<file path="config.mk">
export PLATFORM = sky130hd
export DESIGN_NAME = mem_port_arbiter_flat
export DESIGN_NICKNAME = d
export VERILOG_FILES = /design/src/rtl/mem_port_arbiter_if.sv /design/src/rtl/mem_port_arbiter.sv /design/src/flat_wrapper.sv
export SDC_FILE = /design/constraint.sdc
export NUM_CORES = 1
export LEC_CHECK = 0
export CORE_UTILIZATION = 40
export DETAILED_ROUTE_END_ITERATION = 10
export MAX_ROUTING_LAYER = met4
export PLACE_DENSITY = 0.79
export SKIP_CTS_REPAIR_TIMING = 1
export SLEW_MARGIN = 10
export SYNTH_ARGS = -nofsm -noshare
export SYNTH_HDL_FRONTEND = slang
export SYNTH_SLANG_ARGS = --single-unit
</file>
<file path="constraint.sdc">
create_clock -name clk -period 1.6 [get_ports clk]
set_input_delay 0.32 -clock clk [delete_from_list [all_inputs] [get_ports clk]]
set_output_delay 0.32 -clock clk [all_outputs]
set_load 0.01 [all_outputs]
</file>
<file path="src/rtl/mem_port_arbiter_if.sv">
// Bundled requester and memory-bus signals of the fetch/data port arbiter.
// The arbiter takes the master view; requesters and memory take the slave view.
interface mem_port_arbiter_if #(
  parameter int ADDR_W = 32,
  parameter int DATA_W = 32
);
  logic                  i_req;
  logic [ADDR_W-1:0]     i_addr;
  logic [DATA_W-1:0]     i_rdata;
  logic                  i_ack;
  logic                  d_req;
  logic                  d_we;
  logic [ADDR_W-1:0]     d_addr;
  logic [DATA_W-1:0]     d_wdata;
  logic [DATA_W/8-1:0]   d_wstrb;
  logic [DATA_W-1:0]     d_rdata;
  logic                  d_ack;
  logic                  m_req;
  logic                  m_we;
  logic [ADDR_W-1:0]     m_addr;
  logic [DATA_W-1:0]     m_wdata;
  logic [DATA_W/8-1:0]   m_wstrb;
  logic [DATA_W-1:0]     m_rdata;
  logic                  m_ack;
  logic                  err_out;
  logic                  busy;

  modport master (
    input  i_req, i_addr, d_req, d_we, d_addr, d_wdata, d_wstrb, m_rdata, m_ack,
    output i_rdata, i_ack, d_rdata, d_ack, m_req, m_we, m_addr, m_wdata, m_wstrb,
           err_out, busy
  );

  modport slave (
    output i_req, i_addr, d_req, d_we, d_addr, d_wdata, d_wstrb, m_rdata, m_ack,
    input  i_rdata, i_ack, d_rdata, d_ack, m_req, m_we, m_addr, m_wdata, m_wstrb,
           err_out, busy
  );
endinterface

</file>
<file path="src/rtl/mem_port_arbiter.sv">
// Serialises fetch and data requests onto one registered memory bus with alternating tie-break.
// Optional bus timeout abort is enabled by defining ARB_TIMEOUT_EN.
module mem_port_arbiter #(
  parameter int ADDR_W         = 32,
  parameter int DATA_W         = 32,
  parameter int TIMEOUT_CYCLES = 255
) (
  input  logic              clk,
  input  logic              rst,
  mem_port_arbiter_if.master bus
);
  localparam int STRB_W = DATA_W / 8;
  localparam logic GRANT_I = 1'b0;
  localparam logic GRANT_D = 1'b1;

  typedef enum logic [1:0] {IDLE, BUS_I, BUS_D, RESP} state_t;

  state_t              r_state,      w_state_nxt;
  logic                r_last_grant, w_last_grant_nxt;
  logic                r_m_req,      w_m_req_nxt;
  logic                r_m_we,       w_m_we_nxt;
  logic [ADDR_W-1:0]   r_m_addr,     w_m_addr_nxt;
  logic [DATA_W-1:0]   r_m_wdata,    w_m_wdata_nxt;
  logic [STRB_W-1:0]   r_m_wstrb,    w_m_wstrb_nxt;
  logic [DATA_W-1:0]   r_i_rdata,    w_i_rdata_nxt;
  logic [DATA_W-1:0]   r_d_rdata,    w_d_rdata_nxt;
  logic                r_i_ack,      w_i_ack_nxt;
  logic                r_d_ack,      w_d_ack_nxt;
  logic                r_err,        w_err_nxt;
  logic                w_tmo;
  logic                w_in_bus;
  logic                w_grant_d;

  assign w_in_bus  = (r_state == BUS_I) || (r_state == BUS_D);
  // Data wins when alone, or on a tie when fetch had the previous grant.
  assign w_grant_d = bus.d_req && (!bus.i_req || (r_last_grant == GRANT_I));

`ifdef ARB_TIMEOUT_EN
  localparam int CNT_W = ($clog2(TIMEOUT_CYCLES + 1) > 8) ? $clog2(TIMEOUT_CYCLES + 1) : 8;
  logic [CNT_W-1:0] r_tmo_cnt;

  always_ff @(posedge clk) begin
    if (rst)                      r_tmo_cnt <= '0;
    else if (!w_in_bus)           r_tmo_cnt <= '0;
    else if (!bus.m_ack)          r_tmo_cnt <= r_tmo_cnt + 1'b1;
  end

  assign w_tmo = w_in_bus && !bus.m_ack && (r_tmo_cnt == CNT_W'(TIMEOUT_CYCLES - 1));
`else
  assign w_tmo = 1'b0;
`endif

  always_comb begin
    w_state_nxt      = r_state;
    w_last_grant_nxt = r_last_grant;
    w_m_req_nxt      = r_m_req;
    w_m_we_nxt       = r_m_we;
    w_m_addr_nxt     = r_m_addr;
    w_m_wdata_nxt    = r_m_wdata;
    w_m_wstrb_nxt    = r_m_wstrb;
    w_i_rdata_nxt    = r_i_rdata;
    w_d_rdata_nxt    = r_d_rdata;
    w_i_ack_nxt      = 1'b0;
    w_d_ack_nxt      = 1'b0;
    w_err_nxt        = 1'b0;
    case (r_state)
      IDLE: begin
        if (w_grant_d) begin
          w_state_nxt      = BUS_D;
          w_last_grant_nxt = GRANT_D;
          w_m_req_nxt      = 1'b1;
          w_m_we_nxt       = bus.d_we;
          w_m_addr_nxt     = bus.d_addr;
          w_m_wdata_nxt    = bus.d_wdata;
          w_m_wstrb_nxt    = bus.d_we ? bus.d_wstrb : '0;
        end else if (bus.i_req) begin
          w_state_nxt      = BUS_I;
          w_last_grant_nxt = GRANT_I;
          w_m_req_nxt      = 1'b1;
          w_m_we_nxt       = 1'b0;
          w_m_addr_nxt     = bus.i_addr;
          w_m_wstrb_nxt    = '0;
        end
      end
      BUS_I, BUS_D: begin
        // A completion in the same cycle as the limit takes priority over the abort.
        if (bus.m_ack || w_tmo) begin
          w_state_nxt = RESP;
          w_m_req_nxt = 1'b0;
          w_err_nxt   = !bus.m_ack;
          if (r_state == BUS_I) begin
            w_i_ack_nxt   = 1'b1;
            w_i_rdata_nxt = bus.m_ack ? bus.m_rdata : '0;
          end else begin
            w_d_ack_nxt   = 1'b1;
            w_d_rdata_nxt = bus.m_ack ? bus.m_rdata : '0;
          end
        end
      end
      RESP:    w_state_nxt = IDLE;
      default: w_state_nxt = IDLE;
    endcase
  end

  always_ff @(posedge clk) begin
    if (rst) begin
      r_state      <= IDLE;
      r_last_grant <= GRANT_I;
      r_m_req      <= 1'b0;
      r_m_we       <= 1'b0;
      r_m_addr     <= '0;
      r_m_wdata    <= '0;
      r_m_wstrb    <= '0;
      r_i_rdata    <= '0;
      r_d_rdata    <= '0;
      r_i_ack      <= 1'b0;
      r_d_ack      <= 1'b0;
      r_err        <= 1'b0;
    end else begin
      r_state      <= w_state_nxt;
      r_last_grant <= w_last_grant_nxt;
      r_m_req      <= w_m_req_nxt;
      r_m_we       <= w_m_we_nxt;
      r_m_addr     <= w_m_addr_nxt;
      r_m_wdata    <= w_m_wdata_nxt;
      r_m_wstrb    <= w_m_wstrb_nxt;
      r_i_rdata    <= w_i_rdata_nxt;
      r_d_rdata    <= w_d_rdata_nxt;
      r_i_ack      <= w_i_ack_nxt;
      r_d_ack      <= w_d_ack_nxt;
      r_err        <= w_err_nxt;
    end
  end

  assign bus.m_req   = r_m_req;
  assign bus.m_we    = r_m_we;
  assign bus.m_addr  = r_m_addr;
  assign bus.m_wdata = r_m_wdata;
  assign bus.m_wstrb = r_m_wstrb;
  assign bus.i_rdata = r_i_rdata;
  assign bus.d_rdata = r_d_rdata;
  assign bus.i_ack   = r_i_ack;
  assign bus.d_ack   = r_d_ack;
  assign bus.err_out = r_err;
  assign bus.busy    = (r_state != IDLE);
endmodule

</file>
<file path="src/flat_wrapper.sv">
// flat-port wrapper written by rule: the top's interface ports become plain ports
module mem_port_arbiter_flat 
#(
  parameter int ADDR_W         = 32,
  parameter int DATA_W         = 32,
  parameter int TIMEOUT_CYCLES = 255
)
  (clk, rst, bus_i_req, bus_i_addr, bus_d_req, bus_d_we, bus_d_addr, bus_d_wdata, bus_d_wstrb, bus_m_rdata, bus_m_ack, bus_i_rdata, bus_i_ack, bus_d_rdata, bus_d_ack, bus_m_req, bus_m_we, bus_m_addr, bus_m_wdata, bus_m_wstrb, bus_err_out, bus_busy);
  mem_port_arbiter_if #(.ADDR_W(ADDR_W), .DATA_W(DATA_W)) bus_i ();
  input  logic clk;
  input  logic rst;
  input wire logic [$bits(bus_i.i_req)-1:0] bus_i_req;
  input wire logic [$bits(bus_i.i_addr)-1:0] bus_i_addr;
  input wire logic [$bits(bus_i.d_req)-1:0] bus_d_req;
  input wire logic [$bits(bus_i.d_we)-1:0] bus_d_we;
  input wire logic [$bits(bus_i.d_addr)-1:0] bus_d_addr;
  input wire logic [$bits(bus_i.d_wdata)-1:0] bus_d_wdata;
  input wire logic [$bits(bus_i.d_wstrb)-1:0] bus_d_wstrb;
  input wire logic [$bits(bus_i.m_rdata)-1:0] bus_m_rdata;
  input wire logic [$bits(bus_i.m_ack)-1:0] bus_m_ack;
  output wire logic [$bits(bus_i.i_rdata)-1:0] bus_i_rdata;
  output wire logic [$bits(bus_i.i_ack)-1:0] bus_i_ack;
  output wire logic [$bits(bus_i.d_rdata)-1:0] bus_d_rdata;
  output wire logic [$bits(bus_i.d_ack)-1:0] bus_d_ack;
  output wire logic [$bits(bus_i.m_req)-1:0] bus_m_req;
  output wire logic [$bits(bus_i.m_we)-1:0] bus_m_we;
  output wire logic [$bits(bus_i.m_addr)-1:0] bus_m_addr;
  output wire logic [$bits(bus_i.m_wdata)-1:0] bus_m_wdata;
  output wire logic [$bits(bus_i.m_wstrb)-1:0] bus_m_wstrb;
  output wire logic [$bits(bus_i.err_out)-1:0] bus_err_out;
  output wire logic [$bits(bus_i.busy)-1:0] bus_busy;
  assign bus_i.i_req = bus_i_req;
  assign bus_i.i_addr = bus_i_addr;
  assign bus_i.d_req = bus_d_req;
  assign bus_i.d_we = bus_d_we;
  assign bus_i.d_addr = bus_d_addr;
  assign bus_i.d_wdata = bus_d_wdata;
  assign bus_i.d_wstrb = bus_d_wstrb;
  assign bus_i.m_rdata = bus_m_rdata;
  assign bus_i.m_ack = bus_m_ack;
  assign bus_i_rdata = bus_i.i_rdata;
  assign bus_i_ack = bus_i.i_ack;
  assign bus_d_rdata = bus_i.d_rdata;
  assign bus_d_ack = bus_i.d_ack;
  assign bus_m_req = bus_i.m_req;
  assign bus_m_we = bus_i.m_we;
  assign bus_m_addr = bus_i.m_addr;
  assign bus_m_wdata = bus_i.m_wdata;
  assign bus_m_wstrb = bus_i.m_wstrb;
  assign bus_err_out = bus_i.err_out;
  assign bus_busy = bus_i.busy;
  mem_port_arbiter #(.ADDR_W(ADDR_W), .DATA_W(DATA_W), .TIMEOUT_CYCLES(TIMEOUT_CYCLES)) u_core (.clk(clk), .rst(rst), .bus(bus_i));
endmodule
</file>
== Word level (Yosys, flattened, before mapping) ==
Cells that the tools add are included.

* Equality and inequality tests: 5
* Multiplexer cells: 18
* Bitwise operators: 4
* Reduce and logical (&&, ||, !) cells: 16

{| class="wikitable"
|+ Operators by type and width
! kind !! count
|-
| $mux W32 || 2
|-
| $mux W4 || 3
|-
| $reduce_and A3 Y1 || 3
|-
| $mux W1 || 8
|-
| $mux W2 || 3
|-
| $pmux W2 S3 || 1
|-
| $reduce_and A2 Y1 || 3
|-
| $reduce_bool A2 Y1 || 3
|-
| $eq A2 B2 Y1 const B || 2
|-
| $not A1 Y1 || 4
|-
| $ne A3 B2 Y1 const B || 1
|-
| $reduce_or A3 Y1 || 1
|-
| $eq A2 B1 Y1 const B || 1
|-
| $logic_not A1 Y1 || 2
|-
| $logic_not A2 Y1 || 1
|-
| $ne A2 B2 Y1 const B || 1
|-
| $pmux W1 S2 || 1
|-
| $reduce_or A2 Y1 || 1
|-
| $logic_and A1 B1 Y1 || 1
|-
| $logic_or A1 B1 Y1 || 1
|}

* Bits in registers: 140
* Input port bits: 138
* Output and inout bits: 138

== Logic depth before layout (Yosys ltp) ==
* Depth after elaboration: 5
* Gate-level depth with buffers: 7
* Gate-level depth less buffers: 5

== Worst setup path after synthesis ==
OpenSTA, ideal clock, no wires.

* Path kind: reg2reg
* Start: register u_core.r_state[0]
* End: register u_core.r_d_rdata[21] (netlist: u_core.bus.d_rdata[21])
* Setup time: 0.070 ns
* Arrival: 1.404 ns
* Required time: 1.530 ns
* Path slack: 0.125 ns
* Stages on the path, launching flop included: 7
* Cells stage by stage: dfxtp_1 inv_1 ha_1 nand3b_1 clkbuf_1 nand2_1 a21oi_1

* Cells in the longest elaborated chain, start to end: 3
* Elaborated cells between the ends (all ways): 5
* Classes of those cells: 2 x eq/ne; 1 x bitwise; 2 x reduce/logical

{| class="wikitable"
|+ RTL lines
! what !! RTL line !! RTL
|-
| start, declared || mem_port_arbiter.sv:18 || <nowiki>state_t r_state, w_state_nxt;</nowiki>
|-
| start signal, assigned || mem_port_arbiter.sv:120 || <nowiki>r_state <= w_state_nxt;</nowiki>
|-
| $eq A2 B2 Y1 or $eq A2 B1 Y1 (tied branches) || - ||
|-
| $reduce_or A2 Y1 or $not A1 Y1 (tied branches) || - ||
|-
| $reduce_and A3 Y1 (no source line) * || - ||
|-
| end signal, assigned || mem_port_arbiter.sv:128 || <nowiki>r_d_rdata <= w_d_rdata_nxt;</nowiki>
|-
| end, declared || mem_port_arbiter.sv:26 || <nowiki>logic [DATA_W-1:0] r_d_rdata, w_d_rdata_nxt;</nowiki>
|}

Mark *: on every way between the ends. The rest lies on a longest branch, timed or not.
A chain may end at the register's enable or synchronous reset.

== Worst setup path after layout ==
* Start: register u_core.r_state[1]
* End: register u_core.r_d_rdata[30] (netlist: u_core.bus.d_rdata[30])

Same word-level chain as after synthesis.

==> results list <==
- The run finished with clean final reports.
- In this run, synthesis produced a sequential element count of 140.
- The H-tree was split into 4 levels.
* Area Overhead vs Synth: 77.3%
- The largest single stage delay on the critical path is 0.34 ns.
- Summed over all nets, the half-perimeter wirelength after detailed placement is 11500 um.
- For the final database, setup skew stands at 0.00633 ns.
- The number of antenna diodes in the final layout is 0.
- Area of the die: 13700 sq um
* Maximum buffer depth of the clock tree: 2
- The number of antenna violations at the first check in global routing came to 0.
- Critical path fanouts, max: 32
- Cell at the root of the clock tree: clkbuf_16
* Area fraction of the dominant cell type after synthesis: 53.0%
- Sw power: 0.00499 W
- The synthesized netlist contains 31 unique library cells.
- The first global-routing pass estimated 25700 um of wire.
- Number of enable-type register cells in the synthesized netlist: 0
* Hold violation total from the final report: 0
- Arrival @ worst endpoint: 1.85 ns
* Slowest-stage cell, CP: dfxtp_2
- Measured along the x axis, the die boundary spans 117 um.
- Count of max-cap constraint violations: 0
* Synth Cell Area: 5290 sq um
* Worst setup EP type: register
- Worst skew pair latency: 0.42 ns
- Layout cell share with drive strength beyond 1: 7.06%
- Count of final setup violators: 0
* Launch point of the worst reg-to-reg path: u_core.r_state[1]$_SDFFE_PP0P_
* Sequential power share: 31.4%
- Global routing used 25.5% of the available tracks.
- The commonest cells after synthesis are nand2_1, dfxtp_1, a21oi_1, nor2_1.
* RD Place Congestion: 0.823
- Final Instance Area: 9380 sq um
- The setup path with the least slack is of type reg2reg.
- Synthesis produced 661 cells.
- Entering global routing, the biggest net connects 76 pins.
- Crit path time final: 1.51 ns
* CTS tree: yes
- Traced cell by cell, the critical path runs through inv_2 > buf_4 > ha_1 > and3b_1 > buf_12 > nand2_1 > a21oi_1.
- Clock transition at the registers of the reported paths: 0.06 ns
* Worst setup path startpoint: u_core.r_state[1]$_SDFFE_PP0P_
- Row generation in the floorplan step produced 41 rows.
* Cell with the most instances after synthesis: nand2_1
* Async set-or-reset flop fraction in the synthesized netlist: 0%
- Static timing analysis puts the maximum clock frequency at 661 MHz.
- After synthesis, flip-flops and latches occupy 53.0% of the total area.
* Mapped Nets: 803
* Detailed Routing Iterations Pass 1: 5
- The count of pins over their slew limit was 0.
- The via count of the first global-routing pass is 5198.
* Final period util: 94.6%
- Count of synthesis-stage warnings from yosys: 0
* Core outline area: 12800 sq um
* Via Count: 5658
- Number of nets in the final layout: 1065
- For this run, the leading register cell type out of synthesis is dfxtp_1.
* Die height: 117 um
* Clock network power share: 28.4%
* DRC violations left: 0
- Dividing total power by cell area gives a power density of 1570 nW/um^2.
- The internal power of the cells totals 0.00978 W.
- Of the total power, combinational logic draws 40.2%.
- Total clock sinks: 140
- Leakage power summed over all cells: 5.59 nW
- Initial detailed-routing violation count: 422
- Via/cell ratio: 5.11
- Area post-placement: 8400 sq um
- Yosys attributes the largest share of cell area to dfxtp_1, a21oi_1, nand2_1.
- The startpoint identified for the worst hold timing path is rst.
- Input and output buffers added on the ports amount to 275.
* Post-detailed-route count of antenna-violating nets: 0
- Worst VDD drop: 901 uV
- The path class of the tightest hold or removal check is in2reg.
- Per-cell routed wire length: 16.3 um
* Routed WL: 18000 um
* CP Data Required Time: 1.94 ns
- Cell type contributing the most total cell area after synthesis: dfxtp_1
- Type of origin of the critical path: register
- Total global routing overflow: 0
* Mapped Avg Cell Area: 8.01 sq um
- Of the total power, the share spent switching nets is 33.8%.
* Min Hold Slack: 0.393 ns
- Number of buffers created by CTS: 17
- The initial utilization of the core area, before any placement, comes to 41.4%.
- Pin placement for this block handled 276 I/O pins.
==> critical path, delay by kind of cell, from the launching register on <==
kind	cells	cell delay, ns
compound gates	1	0.16
fa+ha+maj	1	0.20
buf+inv	3	0.39
flops	1	0.34
simple gates	2	0.33
==> state kept, by name (all words and copies together) (netlist names) <==
name                 count
u_core.bus.m_wdata      32
u_core.r_last_grant      1
u_core.bus.m_addr       32
u_core.bus.m_we          1
u_core.bus.i_rdata      32
u_core.r_state           2
u_core.bus.m_req         1
u_core.bus.i_ack         1
u_core.bus.d_rdata      32
u_core.bus.m_wstrb       4
u_core.bus.err_out       1
u_core.bus.d_ack         1
==> metal layers <==
metal	track usage (%)	vias up	part of all wire, %
met5	-	-	0
met4	12.9	0	3.7
met3	7.88	52	8.6
met2	42.1	241	50
met1	27.7	2600	38
li1	-	2765	-
==> power groups by stage <==
stage	sequential (W)	combinational, W	clock (W)
4_1_cts	0.00465	0.00607	0.00428
5_1_grt	0.00473	0.00646	0.00442
6_report	0.00463	0.00594	0.00419
2_1_floorplan	0.00505	0.00264	0
3_3_place_gp	0.00468	0.00596	0
3_5_place_dp	0.00471	0.00602	0
==> logic make-up after synthesis <==
logic type | count (synthesis) | synth area share, %
other | 1 | 0.0709
flip-flops | 140 | 53.0
buffers and inverters | 61 | 5.11
adder cells (fa/ha/maj) | 4 | 0.946
multiplexers | 1 | 0.189
AO/OA/AOI/OAI | 209 | 21.8
AND/OR/NAND/NOR | 245 | 18.9
==> through the flow <==
step           utilization [%]  worst slack, ns  instances  setup TNS [ns]  power, W
5_1_grt                   73.4         -0.00125       1107        -0.00125    0.0156
2_1_floorplan                -            0.125        661               0   0.00768
3_3_place_gp              65.7           -0.230       1076          -13.79    0.0106
6_report                  73.4           0.0872       1107               0    0.0148
3_5_place_dp              65.7           -0.299       1076          -15.84    0.0107
4_1_cts                   70.7           -0.461       1107           -5.06    0.0150
==> area by class of cell <==
cell class,instances,area (sq um)
multi-input cells,460,2250
clock buffers,20,467
fillers,920,3390
inverters,3,11.3
repair buffers,301,3470
flip-flops and latches,140,2800
well taps,172,215
clock inverters,11,166
==> worst paths after layout <==
check	to	slack, ns	cells after the start
setup reg to reg	u_core.bus.d_rdata[30]$_SDFFE_PP0P_	0.09	7
hold / removal	u_core.bus.m_we$_SDFFE_PP0P_	0.39	3
hold reg to reg	u_core.bus.m_wstrb[2]$_SDFFE_PP0P_	0.45	2
setup / recovery	u_core.bus.d_rdata[30]$_SDFFE_PP0P_	0.09	7
==> placed cells by master (no fill, tap or decap), types with 4 or more instances in the layout <==
cell             instances
a21oi_1                134
buf_4                   12
o21ai_0                 33
nand2_1                165
buf_12                  15
bufinv_16                4
nand3_1                 32
clkbuf_16               17
a211oi_1                33
dlymetal6s2s_1         137
clkdlybuf4s50_1        136
nor2_1                  37
nand4_1                  4
dfxtp_1                139
Power figures use the tool's default switching activity.
